==> config.mk <==
export PLATFORM = sky130hd
export DESIGN_NAME = store_align_unit
export DESIGN_NICKNAME = d
export VERILOG_FILES = /design/src/rtl/store_align_unit.sv
export SDC_FILE = /design/constraint.sdc
export NUM_CORES = 1
export LEC_CHECK = 0
export CAP_MARGIN = 20
export CORE_UTILIZATION = 50
export DETAILED_ROUTE_END_ITERATION = 7
export GPL_ROUTABILITY_DRIVEN = 0
export PLACE_DENSITY = 0.84
export SLEW_MARGIN = 20
export SYNTH_ARGS = -nofsm -noshare
export SYNTH_HDL_FRONTEND = slang
export SYNTH_SLANG_ARGS = --single-unit
==> constraint.sdc <==
create_clock -name CLK -period 2.15 [get_ports CLK]
set_input_delay 0.215 -clock CLK [delete_from_list [all_inputs] [get_ports CLK]]
set_output_delay 0.215 -clock CLK [all_outputs]
set_load 0.05 [all_outputs]
==> src/rtl/store_align_unit.sv <==
// Store alignment unit: converts SB/SH/SW requests into one or two word-aligned,
// lane-enabled memory beats, with per-beat MEM_READY timeout and error reporting.
module store_align_unit #(
  parameter int ALLOW_MISALIGNED = 1,
  parameter int TIMEOUT_CYCLES   = 15
) (
  input  logic        CLK,
  input  logic        RESET,
  input  logic        STORE_EN,
  input  logic [1:0]  FUNCT3,
  input  logic [31:0] ADDRESS,
  input  logic [31:0] DATA_IN,
  input  logic        MEM_READY,
  output logic        MEM_WRITE,
  output logic [31:0] MEM_ADDR,
  output logic [31:0] MEM_WDATA,
  output logic [3:0]  MEM_BYTE_EN,
  output logic        BUSY,
  output logic        DONE,
  output logic        ERROR
);

  localparam int CW = $clog2(TIMEOUT_CYCLES + 1);

  typedef enum logic [1:0] {IDLE, BEAT1, BEAT2, FINISH} state_t;

  state_t      r_state, w_state_next;
  logic [CW-1:0] r_cnt, w_cnt_next;
  logic        r_split, w_split_next;
  logic [31:0] r_hi_wdata, w_hi_wdata_next;
  logic [3:0]  r_hi_be, w_hi_be_next;
  logic        r_write, w_write_next;
  logic [31:0] r_addr, w_addr_next;
  logic [31:0] r_wdata, w_wdata_next;
  logic [3:0]  r_be, w_be_next;
  logic        r_busy, w_busy_next;
  logic        r_done, w_done_next;
  logic        r_error, w_error_next;

  logic [3:0]  w_mask;
  logic [31:0] w_data_masked;
  logic [7:0]  w_be_wide;
  logic [63:0] w_data_wide;
  logic        w_split;
  logic        w_illegal;
  logic        w_timeout;

  always_comb begin
    w_mask        = 4'b0000;
    w_data_masked = 32'h0;
    case (FUNCT3)
      2'b00: begin w_mask = 4'b0001; w_data_masked = {24'h0, DATA_IN[7:0]};  end
      2'b01: begin w_mask = 4'b0011; w_data_masked = {16'h0, DATA_IN[15:0]}; end
      2'b10: begin w_mask = 4'b1111; w_data_masked = DATA_IN;                end
      default: ;
    endcase
  end

  // Shifting into a double-width window yields both beats at once: the low
  // word is beat 1, anything spilling into the high word belongs to beat 2.
  assign w_be_wide   = {4'b0000, w_mask} << ADDRESS[1:0];
  assign w_data_wide = {32'h0, w_data_masked} << {ADDRESS[1:0], 3'b000};
  assign w_split     = |w_be_wide[7:4];
  assign w_illegal   = (FUNCT3 == 2'b11) || (w_split && (ALLOW_MISALIGNED == 0));
  assign w_timeout   = (r_cnt == CW'(TIMEOUT_CYCLES - 1)) && !MEM_READY;

  always_comb begin
    w_state_next    = r_state;
    w_cnt_next      = r_cnt;
    w_split_next    = r_split;
    w_hi_wdata_next = r_hi_wdata;
    w_hi_be_next    = r_hi_be;
    w_write_next    = r_write;
    w_addr_next     = r_addr;
    w_wdata_next    = r_wdata;
    w_be_next       = r_be;
    w_busy_next     = r_busy;
    w_done_next     = 1'b0;
    w_error_next    = 1'b0;
    case (r_state)
      IDLE: begin
        if (STORE_EN) begin
          if (w_illegal) begin
            w_error_next = 1'b1;
          end else begin
            w_state_next    = BEAT1;
            w_write_next    = 1'b1;
            w_busy_next     = 1'b1;
            w_addr_next     = {ADDRESS[31:2], 2'b00};
            w_wdata_next    = w_data_wide[31:0];
            w_be_next       = w_be_wide[3:0];
            w_hi_wdata_next = w_data_wide[63:32];
            w_hi_be_next    = w_be_wide[7:4];
            w_split_next    = w_split;
            w_cnt_next      = '0;
          end
        end
      end
      BEAT1, BEAT2: begin
        if (MEM_READY) begin
          if (r_state == BEAT1 && r_split) begin
            w_state_next = BEAT2;
            w_addr_next  = r_addr + 32'd4;
            w_wdata_next = r_hi_wdata;
            w_be_next    = r_hi_be;
            w_cnt_next   = '0;
          end else begin
            w_state_next = FINISH;
            w_write_next = 1'b0;
            w_busy_next  = 1'b0;
            w_done_next  = 1'b1;
          end
        end else if (w_timeout) begin
          w_state_next = IDLE;
          w_write_next = 1'b0;
          w_busy_next  = 1'b0;
          w_error_next = 1'b1;
        end else begin
          w_cnt_next = r_cnt + CW'(1);
        end
      end
      FINISH: w_state_next = IDLE;
      default: w_state_next = IDLE;
    endcase
  end

  always_ff @(posedge CLK or negedge RESET) begin
    if (!RESET) begin
      r_state    <= IDLE;
      r_cnt      <= '0;
      r_split    <= 1'b0;
      r_hi_wdata <= 32'h0;
      r_hi_be    <= 4'b0000;
      r_write    <= 1'b0;
      r_addr     <= 32'h0;
      r_wdata    <= 32'h0;
      r_be       <= 4'b0000;
      r_busy     <= 1'b0;
      r_done     <= 1'b0;
      r_error    <= 1'b0;
    end else begin
      r_state    <= w_state_next;
      r_cnt      <= w_cnt_next;
      r_split    <= w_split_next;
      r_hi_wdata <= w_hi_wdata_next;
      r_hi_be    <= w_hi_be_next;
      r_write    <= w_write_next;
      r_addr     <= w_addr_next;
      r_wdata    <= w_wdata_next;
      r_be       <= w_be_next;
      r_busy     <= w_busy_next;
      r_done     <= w_done_next;
      r_error    <= w_error_next;
    end
  end

  assign MEM_WRITE   = r_write;
  assign MEM_ADDR    = r_addr;
  assign MEM_WDATA   = r_wdata;
  assign MEM_BYTE_EN = r_be;
  assign BUSY        = r_busy;
  assign DONE        = r_done;
  assign ERROR       = r_error;

endmodule
### Word level (Yosys, flattened, before mapping)

Cells that the tools add are included.

* add/subtract/negate cells: 2
* equality and inequality tests: 15
* shift-type cells: 2
* multiplexer cells: 43
* bitwise logic cells: 1
* reductions and logical operators: 13

Operators by type and width (count)
* 32-bit 2-to-1 mux: 8
* 32-bit one-hot mux with 2 select lines: 2
* 32-bit one-hot mux with 3 select lines: 1
* 32-bit by 5-bit left shift with 64-bit output: 1
* 4-bit 2-to-1 mux: 9
* 32-bit by 3-bit adder with 32-bit output (second input constant): 1
* 4-bit one-hot mux with 2 select lines: 2
* 5-bit AND reduction: 3
* 1-bit 2-to-1 mux: 13
* 3-bit != test (second input constant): 4
* 4-bit one-hot mux with 3 select lines: 1
* 2-bit == test (second input constant): 4
* 2-bit 2-to-1 mux: 4
* 2-bit != test (second input constant): 4
* 4-bit by 2-bit left shift with 8-bit output: 1
* 2-bit one-hot mux with 3 select lines: 1
* 3-bit AND reduction: 2
* 4-bit by 1-bit adder with 4-bit output (second input constant): 1
* 2-bit by 1-bit == test with 1-bit output (second input constant): 2
* 4-bit == test (second input constant): 1
* 2-bit logical NOT: 2
* 1-bit one-hot mux with 2 select lines: 2
* 4-bit OR reduction: 1
* 1-bit logical AND: 2
* other kinds (4): 4

* register bits after elaboration: 114
* input port bits: 70
* output and inout bits: 72
* logic and storage cells: 87

### Longest topological paths before layout

* depth in word-level cells: 6
* mapped depth: 9
* mapped depth without buffers: 7

### Least setup slack after synthesis

No wires, ideal clock.

* kind: register to register
* start point: reg r_addr[2] (netlist: MEM_ADDR[2])
* end point: reg r_addr[28] (netlist: MEM_ADDR[28])
* library setup time: 0.134 ns
* arrival: 1.955 ns
* path slack: 0.061 ns
* stages on the path, launching flop included: 7
* buffers on the path: 0
* clock period less this slack: 2.089 ns
* cells stage by stage: dfrtp_1 > ha_1 > nand3_1 > nor4_4 > nand4_1 > mux2i_1 > o21ai_0

* longest elaborated chain between the ends: 4

RTL lines
* start, declared: RTL line 33 `logic [31:0] r_addr, w_addr_next;`
* start signal, assigned: RTL line 148 `r_addr <= w_addr_next;`
* 32-bit by 3-bit adder with 32-bit output: RTL line 103 `w_addr_next = r_addr + 32'd4;`
* 32-bit 2-to-1 mux: RTL line 101 `if (r_state == BEAT1 && r_split) begin`
* 32-bit 2-to-1 mux: RTL line 100 `if (MEM_READY) begin`
* 32-bit one-hot mux with 2 select lines: RTL line 80 `case (r_state)`

Every way passes these cells. The select of a mux whose other input is x is not followed.
A chain may end at the register's enable or synchronous reset.

### Worst setup path after layout

* start point: in FUNCT3[0]
* end point: reg r_wdata[19] (netlist: MEM_WDATA[19])

* longest elaborated chain between the ends: 6
* elaborated cells on any way between the ends: 11
* classes of those cells: eq/ne (4); shift (1); mux (4); reduce/logical (2)

RTL lines
* start, declared: RTL line 10 `input logic [1:0] FUNCT3,`
* 2-bit == test, or another cell as far along: RTL line 51 `case (FUNCT3)`
* 32-bit one-hot mux with 3 select lines: RTL line 51
* 32-bit by 5-bit left shift with 64-bit output: RTL line 62 `assign w_data_wide = {32'h0, w_data_masked} << {ADDRESS[1:0], 3'b000};`
* 32-bit 2-to-1 mux: RTL line 83 `if (w_illegal) begin`
* 32-bit 2-to-1 mux: RTL line 82 `if (STORE_EN) begin`
* 32-bit one-hot mux with 2 select lines: RTL line 80
* end signal, assigned: RTL line 149 `r_wdata <= w_wdata_next;`
* end, declared: RTL line 34 `logic [31:0] r_wdata, w_wdata_next;`

Several ways; a longest one is shown, not always the timed one. The select of a mux whose other input is x is not followed.

==> results by group <==
GRT
  – Met3 GRT Util: 0.0424
  – Grt total ovfl: 0
  – Peak-usage layer in the global routing report: met2
  – GRT met2 Usage: 0.549
  – Met1 Use GR: 0.401
  – Pin count of the biggest net entering global routing: approximately 50
  – Antenna violations before repair: 0
  – Total track usage: 0.319
  – First-pass GRT wire length: 28700 um
  – Vias in the first global route: approximately 5700

Synthesis
  – Avg Cell Area, Syn: approximately 9.3 um2
  – Top post-synthesis cells by area: dfrtp_1, nand2_1, mux2i_1
  – Yosys warns: 0
  – Synth cell types: 60
  – Post-synth EDFFs: 0
  – Synth top area share: 0.461
  – Yosys reg bits: approximately 100
  – Cell Area, Synth: approximately 0.0056 mm2
  – Largest area contributor in the netlist: dfrtp_1
  – Main synth FF type: dfrtp_1
  – Sequential-to-total area share from yosys stat: 0.461
  – Async S/R FF share, synth: 1.00
  – Mapped Cells: 600

Route
  – DRC viols: 0
  – Starting DRC count in detailed routing: roughly 520
  – Drt pass-1 iters: 7
  – Final antenna-violating net count: 0
  – Post-DR vias/cell: between 6 and 7
  – Wire per inst: approximately 20 um
  – Via count: 5801
  – Final WL: between 15000 and 20000 um

Setup path
  – Crit Path Class: primary input to flop
  – Critical path cell sequence: clkdlybuf4s50_1, inv_1, ha_1, or3_4, and3_1, and2_1, a221oi_1, o21ai_0
  – CP max FO: 4
  – CP delay by family, top: simple AND/OR/NAND/NOR gates
  – CP arrival: around 2.3 ns
  – Startpoint types: primary input
  – CP max stage delay: 0.52 ns
  – Worst path bufs/invs: 2
  – CP Capture Type: flop
  – Worst path required time: approximately 2.4 ns
  – Slowest cell on crit path: clkdlybuf4s50_1

Pwr
  – Pwr Density: approximately 1600 mW/mm2
  – Peak VDD IR: between 0.0008 and 0.0009 V
  – Pleak: between 3 and 4 nW
  – Power Total: 12.4 mW

Floorplanning
  – Initial Util: 0.514
  – Die area: 0.0116 mm2
  – Die Ht: about 110 um
  – CORE AREA: roughly 0.011 mm2
  – Die width: 108 um
  – # rows: 38
  – I/O Pins: between 100 and 150

Finish
  – Multi-input logic area: approximately 0.0028 mm2
  – Area grow syn2layout: 37.3%
  – Ant diodes: 0
  – Fraction of layout cells with a size suffix above 1: 0.125
  – Seq. cell area: ~0.0026 mm2
  – Final Cell Area: 0.00768 mm2
  – Final Non-Filler Cells: 907
  – Final net count: about 840
  – Fillcell total: roughly 790

STA
  – Final Skew: roughly 0.015 ns
  – Fmax: between 0.4 and 0.5 GHz
  – Setup TNS: 0 ns
  – Final setup violation count: 0
  – Slew @ Worst Pin: about 0.56 ns
  – Relative slew slack: 0.623
  – Fin crit share: 0.952
  – Tmin final: between 2 and 2.5 ns
  – Final Hold Vio Count: 0
  – Final Max Tran Viols: 0
  – Unrepaired setup endpoints after global routing: false

Clock tree
  – Cell at the root of the clock tree: clkbuf_8
  – H-Tree Depth: 3
  – CTS tree: yes
  – Clk sink count: 103
  – Clock transition at path regs: roughly 0.1 ns
  – Longest Clk Path Bufs: 2
  – Worst-Skew Late Latency: roughly 0.38 ns
  – CTS buffer count: 9

Placed design
  – # placed instances: between 800 and 900
  – Number of port buffers: between 100 and 150
  – Post-detail-place hpwl: around 13000 um
  – Placed Area: approximately 0.0074 mm2

Outcome
  – Status: finished clean

Worst hold path
  – HP Class: primary input to asynchronous set/reset pin

Flow run
  – MaxCap Viol Count: 0
-- state kept, by name, indices dropped and copies added, names as in the netlist --
name         count
MEM_WDATA       32
MEM_ADDR        30
r_hi_wdata      24
MEM_BYTE_EN      4
r_cnt            4
r_hi_be          3
r_state          2
BUSY             1
DONE             1
ERROR            1
r_split          1
-- worst paths after layout --
kind                       cells after the start  slack, ns        from            end
setup / recovery                               8       0.10   FUNCT3[0]  MEM_WDATA[19]
hold / removal                                 2       0.33       RESET   MEM_ADDR[28]
setup reg to reg                               8       0.13  r_state[0]   MEM_ADDR[30]
hold reg to reg                                1       0.49  r_hi_be[2]     r_hi_be[2]
max in group asynchronous                      3       1.11       RESET    MEM_ADDR[2]
min in group CLK                               3       0.43  ADDRESS[8]    MEM_ADDR[8]
-- area by class of cell --
cell class / instances / share of cell area
multi-input cells: 444 / 0.368
clock buffers: 11 / 0.0184
clock inverters: 5 / 0.0106
repair buffers: 194 / 0.240
flip-flops and latches: 103 / 0.336
inverters: 10 / 0.00489
well taps: 140 / 0.0228
-- power breakdown --
group	switching (mW)	total, mW	internal, mW
combinational	4.86	7.66	2.80
sequential	0.699	3.38	2.69
clock	0.689	1.38	0.689
total	6.25	12.4	6.18
-- per-stage QoR --
stage	hold WS (ns)	setup WS (ns)	util
after detailed placement	0.182	-0.342	0.680
after global routing	0.354	0.00165	0.705
after global placement	0.177	-0.206	0.680
final	0.325	0.103	0.705
after CTS	0.332	0.0130	0.701
after floorplan	-0.0806	0.0613	-
-- kinds of logic (layout without fill, tap and decap cells) --
group                      after synthesis  in the layout  synth area share
xor gates and xnor gates                 2              2           0.00313
adders and majority gates               11             11            0.0246
muxes                                   30             30            0.0544
DFF                                    103            103             0.461
other                                    1              2          0.000670
buffers and inverters                   54            220            0.0421
and+or+nand+nor                        204            204             0.173
AOI/OAI and AO/OA                      195            195             0.241
-- synthesized netlist by cell type (7+ instances only) --
library cell and n:
mux2i_1 27, o31a_1 7, inv_1 9, a32o_1 8, nor2_1 57, buf_2 17
nand4_1 9, ha_1 11, a21oi_1 30, and3_1 8, nand3_1 27, o21ai_1 8
dfrtp_1 103, o221ai_1 7, a221oi_1 12, a22o_1 11, a22oi_1 23, o21ai_0 43
clkbuf_1 20, o22ai_1 20, nand2_1 76
-- placed cells by master, fill, tap and decap left out, drive strengths merged, types with 11 or more instances in the layout --
master         instances
clkdlybuf4s50        138
dfrtp                103
nand2                 76
nor2                  58
buf                   55
o21ai                 51
a21oi                 30
nand3                 28
mux2i                 27
a22oi                 24
o22ai                 20
a221oi                13
a22o                  11
ha                    11
clkbuf                11
-- per-layer routing --
layer	vias up	routed length, um	part of all wire
li1	2550	-	-
met1	2801	7010	0.38
met2	387	9130	0.50
met3	63	1570	0.086
met4	0	527	0.029
met5	-	0	0
-- worst reg2reg max path, stage by stage, from the launching register on --
cell and delay, ns:
dfrtp_1 0.42, inv_2 0.09, ha_4 0.17, nand3b_1 0.19
a22oi_2 0.40, buf_4 0.30, nand2_1 0.10, mux2i_1 0.16
a21oi_1 0.09
-- repair_timing --
item                                    CTS  global route
endpoints found under the setup margin    0            50
setup buffers                             0             1
gates resized for setup                   0             9
hold endpoints to repair                 28             0
hold buffers                              1             0
(Power assumes the default switching activity.)
